$ cat src/rtl/clk_run_ctrl.sv
// clk_run_ctrl
// Run/halt/single-step controller that produces the core clock enable.
// It supports free-running execution, N-cycle stepping, one PC breakpoint,
// and a counter of enabled cycles for performance measurement.
//
// Ports:
//   clk, rst           single clock; synchronous active-high reset
//   run_req            one-cycle request to free-run
//   halt_req           one-cycle request to stop
//   step_req           one-cycle request to run step_count enabled cycles
//   step_count         cycle count for a step, sampled when step_req is accepted
//   bp_en, bp_addr     breakpoint enable (level) and address
//   pc                 current core PC
//   cpu_en             core clock enable (combinational from pc)
//   state              HALT=00, RUN=01, STEP=10, BREAK=11
//   halted             state is HALT or BREAK
//   step_done          registered pulse when a step sequence completes
//   bp_hit             registered pulse on breakpoint entry
//   cycle_count        number of enabled cycles, wraps, cleared only by rst
module clk_run_ctrl #(
  parameter int WIDTH     = 32,
  parameter int CNT_WIDTH = 16,
  parameter int CYC_WIDTH = 32
) (
  input  logic                 clk,
  input  logic                 rst,
  input  logic                 run_req,
  input  logic                 halt_req,
  input  logic                 step_req,
  input  logic [CNT_WIDTH-1:0] step_count,
  input  logic                 bp_en,
  input  logic [WIDTH-1:0]     bp_addr,
  input  logic [WIDTH-1:0]     pc,
  output logic                 cpu_en,
  output logic [1:0]           state,
  output logic                 halted,
  output logic                 step_done,
  output logic                 bp_hit,
  output logic [CYC_WIDTH-1:0] cycle_count
);

  typedef enum logic [1:0] {
    HALT  = 2'b00,
    RUN   = 2'b01,
    STEP  = 2'b10,
    BREAK = 2'b11
  } state_t;

  state_t               cur_state;
  state_t               nxt_state;
  logic [CNT_WIDTH-1:0] remaining;
  logic [CNT_WIDTH-1:0] remaining_nxt;
  logic                 bp_mask;
  logic                 bp_mask_nxt;
  logic                 bp_match;
  logic                 step_done_nxt;
  logic                 bp_hit_nxt;
  logic                 running;

  // The mask lets the core execute the instruction at bp_addr once after
  // resuming from BREAK; otherwise it would re-trap immediately.
  assign bp_match = bp_en & (pc == bp_addr) & ~bp_mask;
  assign running  = (cur_state == RUN) | (cur_state == STEP);
  // Combinational from pc so the instruction at bp_addr never executes.
  assign cpu_en   = running & ~bp_match;
  assign state    = cur_state;
  assign halted   = (cur_state == HALT) | (cur_state == BREAK);

  always_comb begin
    nxt_state     = cur_state;
    remaining_nxt = remaining;
    bp_mask_nxt   = bp_mask;
    step_done_nxt = 1'b0;
    bp_hit_nxt    = 1'b0;

    // The mask only covers the first enabled cycle after leaving BREAK.
    if (cpu_en) begin
      bp_mask_nxt = 1'b0;
    end

    unique case (cur_state)
      // In the stopped states bp_match is ignored: pc sits on bp_addr while
      // in BREAK, and a pending match must not block the resume request.
      HALT, BREAK: begin
        if (halt_req) begin
          nxt_state = HALT;
        end else if (step_req && (step_count != '0)) begin
          nxt_state     = STEP;
          remaining_nxt = step_count;
          if (cur_state == BREAK) begin
            bp_mask_nxt = 1'b1;
          end
        end else if (run_req) begin
          nxt_state = RUN;
          if (cur_state == BREAK) begin
            bp_mask_nxt = 1'b1;
          end
        end
      end

      RUN: begin
        if (halt_req) begin
          nxt_state = HALT;
        end else if (bp_match) begin
          nxt_state  = BREAK;
          bp_hit_nxt = 1'b1;
        end
      end

      // Outside the halt/breakpoint branches cpu_en is necessarily 1,
      // so every remaining cycle in the else branch is an enabled cycle.
      STEP: begin
        if (halt_req) begin
          nxt_state     = HALT;
          remaining_nxt = '0;
        end else if (bp_match) begin
          nxt_state     = BREAK;
          bp_hit_nxt    = 1'b1;
          remaining_nxt = '0;
        end else if (remaining == CNT_WIDTH'(1)) begin
          nxt_state     = HALT;
          remaining_nxt = '0;
          step_done_nxt = 1'b1;
        end else begin
          remaining_nxt = remaining - CNT_WIDTH'(1);
        end
      end

      default: begin
        nxt_state = HALT;
      end
    endcase
  end

  always_ff @(posedge clk) begin
    if (rst) begin
      cur_state   <= HALT;
      remaining   <= '0;
      bp_mask     <= 1'b0;
      step_done   <= 1'b0;
      bp_hit      <= 1'b0;
      cycle_count <= '0;
    end else begin
      cur_state <= nxt_state;
      remaining <= remaining_nxt;
      bp_mask   <= bp_mask_nxt;
      step_done <= step_done_nxt;
      bp_hit    <= bp_hit_nxt;
      if (cpu_en) begin
        cycle_count <= cycle_count + CYC_WIDTH'(1);
      end
    end
  end

endmodule
$ cat config.mk
export PLATFORM = sky130hd
export DESIGN_NAME = clk_run_ctrl
export DESIGN_NICKNAME = d
export VERILOG_FILES = /design/src/rtl/clk_run_ctrl.sv
export SDC_FILE = /design/constraint.sdc
export NUM_CORES = 1
export LEC_CHECK = 0
export CAP_MARGIN = 20
export CELL_PAD_IN_SITES_DETAIL_PLACEMENT = 1
export CELL_PAD_IN_SITES_GLOBAL_PLACEMENT = 1
export CORE_MARGIN = 2
export CORE_UTILIZATION = 29
export DETAILED_ROUTE_END_ITERATION = 10
export PLACE_DENSITY_LB_ADDON = 0.1
export SYNTH_ARGS = -nofsm -noshare
export SYNTH_HDL_FRONTEND = slang
export SYNTH_SLANG_ARGS = --single-unit
$ cat constraint.sdc
create_clock -name clk -period 2.2 [get_ports clk]
set_clock_uncertainty 0.2 [all_clocks]
set_input_delay 0.44 -clock clk [delete_from_list [all_inputs] [get_ports clk]]
set_output_delay 0.44 -clock clk [all_outputs]
set_load 0.005 [all_outputs]
Word-level counts from Yosys, hierarchy flattened:

Index checks and enable logic that the tools add are counted.

* $add $sub $neg: 2
* eq/ne operators: 10
* multiplexer cells: 23
* bitwise logic cells: 9
* reduce and logical (&&, ||, !) cells: 10

Operator list (number)
* $mux W16: 5
* $add A32 B1 Y32 const B: 1
* $eq A32 B32 Y1: 1
* $pmux W16 S2: 1
* $eq A16 B1 Y1 const B: 1
* $mux W2: 8
* $reduce_bool A16 Y1: 1
* $sub A16 B1 Y16 const B: 1
* $mux W1: 8
* $pmux W2 S3: 1
* $reduce_and A3 Y1: 2
* $eq A2 B2 Y1 const B: 2
* $ne A2 B2 Y1 const B: 2
* $ne A4 B3 Y1 const B: 1
* $ne A4 B4 Y1 const B: 1
* $not A1 Y1: 4
* $reduce_or A2 Y1: 2
* $reduce_or A4 Y1: 1
* $and A1 B1 Y1: 3
* $ne A3 B3 Y1 const B: 1
* $reduce_or A3 Y1: 1
* $eq A2 B1 Y1 const B: 1
* $logic_not A2 Y1: 1
* $or A1 B1 Y1: 2
* 2 further kinds: 2

* flip-flop bits (word level): 53
* output and inout port bits: 38
* word-level logic and storage cells: 60

Longest topological paths before layout:

* depth after elaboration: 11
* mapped depth: 9
* mapped depth without buffers: 8

Least setup slack after synthesis:

Ideal clock, no wire load.

* path kind: in2reg
* start point: in bp_addr[16]
* end point: reg cycle_count[13]
* library setup time: 70 ps
* arrival: 2144 ps
* data required time: 1930 ps
* slack: -215 ps
* cell stages on the path: 8
* buffers on the path: 2
* cell sequence: xnor2_1 -> nand4_1 -> or4_1 -> o311ai_2 -> buf_2 -> buf_4 -> o31ai_1 -> a21oi_1

* word-level cells in the longest chain between the ends: 5

Ends and longest elaborated chain
* start, declared: RTL line 32 `input logic [WIDTH-1:0] bp_addr,`
* $eq A32 B32 Y1: RTL line 62 `assign bp_match = bp_en & (pc == bp_addr) & ~bp_mask;`
* $and A1 B1 Y1 (2 in series): RTL line 62
* $not A1 Y1: RTL line 65 `assign cpu_en = running & ~bp_match;`
* $and A1 B1 Y1: RTL line 65
* end signal, assigned: RTL line 150 `cycle_count <= cycle_count + CYC_WIDTH'(1);`
* end, declared: RTL line 39 `output logic [CYC_WIDTH-1:0] cycle_count`

Every way passes these cells.
A chain may end at the register's enable or synchronous reset.

Final worst setup path:

* start point: in bp_addr[26]
* end point: reg cycle_count[5]

Same word-level chain as after synthesis.

==> reports/results.txt <==
FF-to-FF End - cycle_count[5]$_SDFFE_PP0P_
Pin count of the biggest net entering global routing - 31
Fin util - 0.641
Iteration-0 DRC Markers - 259
Max_slew headroom - 0.669
I/O pins - 124
N_diodes - 0
Post-synthesis sequential area ratio - 0.307
CTS tree - done
Initial core utilization - 0.300
Final wirelength - 19,400 um
R2R Path Start - bp_mask$_SDFF_PP0_
Yosys cell types - 51
Crit path required time - 2.17 ns
VDD IR-drop max - 275 uV
Terminating pin of the worst hold path - cycle_count[31]$_SDFFE_PP0P_
Die width - 113 um
Hold Path Origin - cycle_count[31]$_SDFFE_PP0P_
Die area - 0.0128 mm2
Worst Hold Class - reg2reg
Critical Path Max Stage Delay - 0.54 ns
Row count - 39
Leakage power - 2.87 nW
Final setup TNS - -9.86 ns
Final HPWL DP - 10,400 um
WP buf/inv - 5
Worst-path cell chain - buf_2, xnor2_2, nand4_1, buf_4, or4_4, o311ai_4, buf_12, buf_12, buf_16, or4_4, a21oi_1
DRT Pass-1 Iters - 7
Worst skew pair latency - 0.30 ns
Slowest CP cell - or4_4
Hold path cells - 2
# fillers - 1,258
Clk slew on worst S/H paths - 0.08 ns
Synthesis warning total - 0
GRT overflow - 0
Mean Syn Cell Area - 8.04 um2
Multi-input logic area - 0.00324 mm2
Endpoint class of the critical path - register
Initial antenna violation count - 0
WS Path Type - in2reg
Syn Inst Count - 430
Worst hold slack - 0.283 ns
Die Ht - 113 um
Comb pwr share - 0.394
First-pass GRT wire length - 28,600 um
CTS Hold Bufs - 0
Crit path max-delay family - simple AND/OR/NAND/NOR gates
Core ar. - 0.0115 mm2
Tmin final - 2.62 ns
PnR Total Power - 0.00308 W
Ys async rst share - 0
# H-tree levels - 2
Sw Ratio - 0.323
Final worst slack - -0.418 ns
Actual slew at the worst max-slew pin - 0.492 ns
Peak fanout along the critical path - 7
Gr usage total - 0.280
DR vias/cell - 5.73
Layout cells sized above 1 - 0.496
Yosys reg bits - 53
Routed WL per cell - 23.0 um
Antenna-violating nets left - 0
Number of synthesized flops with an enable pin - 0
Most frequent cells in the layout - buf_4, dfxtp_1, buf_6
FMAX - 0.382 GHz
Synthesized Nets - 522
Vias - 4,844
Clock share of power - 0.279
Power per Cell Area - 417 mW/mm2
Count of pins over their slew limit - 0
Place WS - -0.902 ns
Most common cell after layout, fill and taps aside - buf_4
Critical Path Stages - 11
Depth of the worst register-to-register path - 9
Synth Cell Area - 0.00346 mm2
R2R Setup Slk - -0.10 ns
Setup violators final - 46
Total CTS buffers - 5
Crit path launch type - input pin
RSZ-0062 raised after global routing - yes
Sw power - 0.000993 W
Max cap viols - 0
Sequential share of power - 0.327
Clk sinks - 53
Reg area - 0.00107 mm2
Clk buf depth - 2
Outcome - finished, violations left
IO Port Bufs - 123
Cell chosen for the clock root - clkbuf_16
Most used DFF post-synth - dfxtp_1
P&R area growth vs syn - 114%
Final Hold Viols - 0
Period Utilization, post-route - 1.19
Internal - 0.00208 W
Layout Nets - 794
GPL Wtd Cong - 0.835
Number of global-route vias before repair - 5,507
CP arrival - 2.59 ns
# DRC - 3
Failing checks - design-rule violations, negative setup slack
cells in the mapped netlist, drive strengths merged, types with 8 or more instances:
library cell | instances | area share
dfxtp | 53 | 0.31
a21oi | 39 | 0.056
xnor2 | 34 | 0.086
or4 | 24 | 0.052
nand4 | 23 | 0.042
nand2 | 22 | 0.024
o31ai | 22 | 0.048
inv | 21 | 0.023
clkbuf | 18 | 0.020
nor2 | 18 | 0.020
nand3 | 17 | 0.025
a31oi | 14 | 0.025
nor4 | 12 | 0.024
nor3 | 10 | 0.014
o32ai | 10 | 0.025
or3 | 9 | 0.018
nor2b | 8 | 0.014
cells by family (layout without fill, tap and decap cells):
group	count (synthesis)	after routing	synth area share
AOI/OAI and AO/OA	120	120	0.239
xor gates and xnor gates	34	34	0.0862
adders and majority gates	6	6	0.0217
buffers and inverters	47	319	0.0554
DFF	53	53	0.307
muxes	1	1	0.00290
and+or+nand+nor	169	170	0.287
state kept, by name (all words and copies together) (netlist names):
| register | count |
|---|---|
| bp_hit | 1 |
| bp_mask | 1 |
| cycle_count | 32 |
| state | 2 |
| step_done | 1 |
| remaining | 16 |
metrics by stage:
stage	cells	instance area [um2]
detailed placement	770	5760
floorplan	430	3680
CTS	850	6980
finish	846	7380
global route	846	7380
global placement	770	5760
final cells by class:
| type | count | share of cell area |
|---|---|---|
| inverter | 23 | 0.0117 |
| tap | 143 | 0.0242 |
| clock inverter | 1 | 0.00102 |
| clock buffer | 7 | 0.0193 |
| timing repair buffer | 288 | 0.360 |
| sequential | 53 | 0.145 |
| multi-input combinational | 331 | 0.439 |
power groups by stage:
stage | sequential [W] | clock [W] | combinational, W
floorplan | 0.00103 | 0 | 0.000346
global placement | 0.00102 | 0 | 0.000804
detailed placement | 0.00103 | 0 | 0.000830
CTS | 0.00101 | 0.000867 | 0.00105
global route | 0.00101 | 0.000896 | 0.00128
finish | 0.00101 | 0.000858 | 0.00121
routing by layer:
layer | wire, um | vias up | GRT usage
met5 | 0 | - | 0
met4 | 873 | 0 | 0.132
met3 | 846 | 67 | 0.0595
met2 | 10200 | 172 | 0.520
met1 | 7470 | 2379 | 0.302
li1 | - | 2226 | -
worst max-delay path by stage:
stage | startpoint | endpoint
after CTS | pc[17] | cycle_count[7]$_SDFFE_PP0P_
after global routing | bp_addr[26] | cycle_count[27]$_SDFFE_PP0P_
after detailed placement | bp_addr[12] | cpu_en
final | bp_addr[26] | cycle_count[5]$_SDFFE_PP0P_
after floorplan | bp_addr[3] | cycle_count[28]$_SDFFE_PP0P_
after global placement | bp_en | remaining[9]$_SDFFE_PP0P_
what timing repair did:
action | 4_1_cts | 5_1_grt
setup endpoints to repair | 55 | 51
setup buffers | 85 | 11
cloned | 7 | 0
pin swaps | 87 | 50
resized for setup | 372 | 95
worst min-delay path, cell delays in order (launching register included):
cell	delay, ns
dfxtp_1	0.32
o31ai_1	0.06
a21oi_1	0.06
Power figures use the tool's default switching activity.
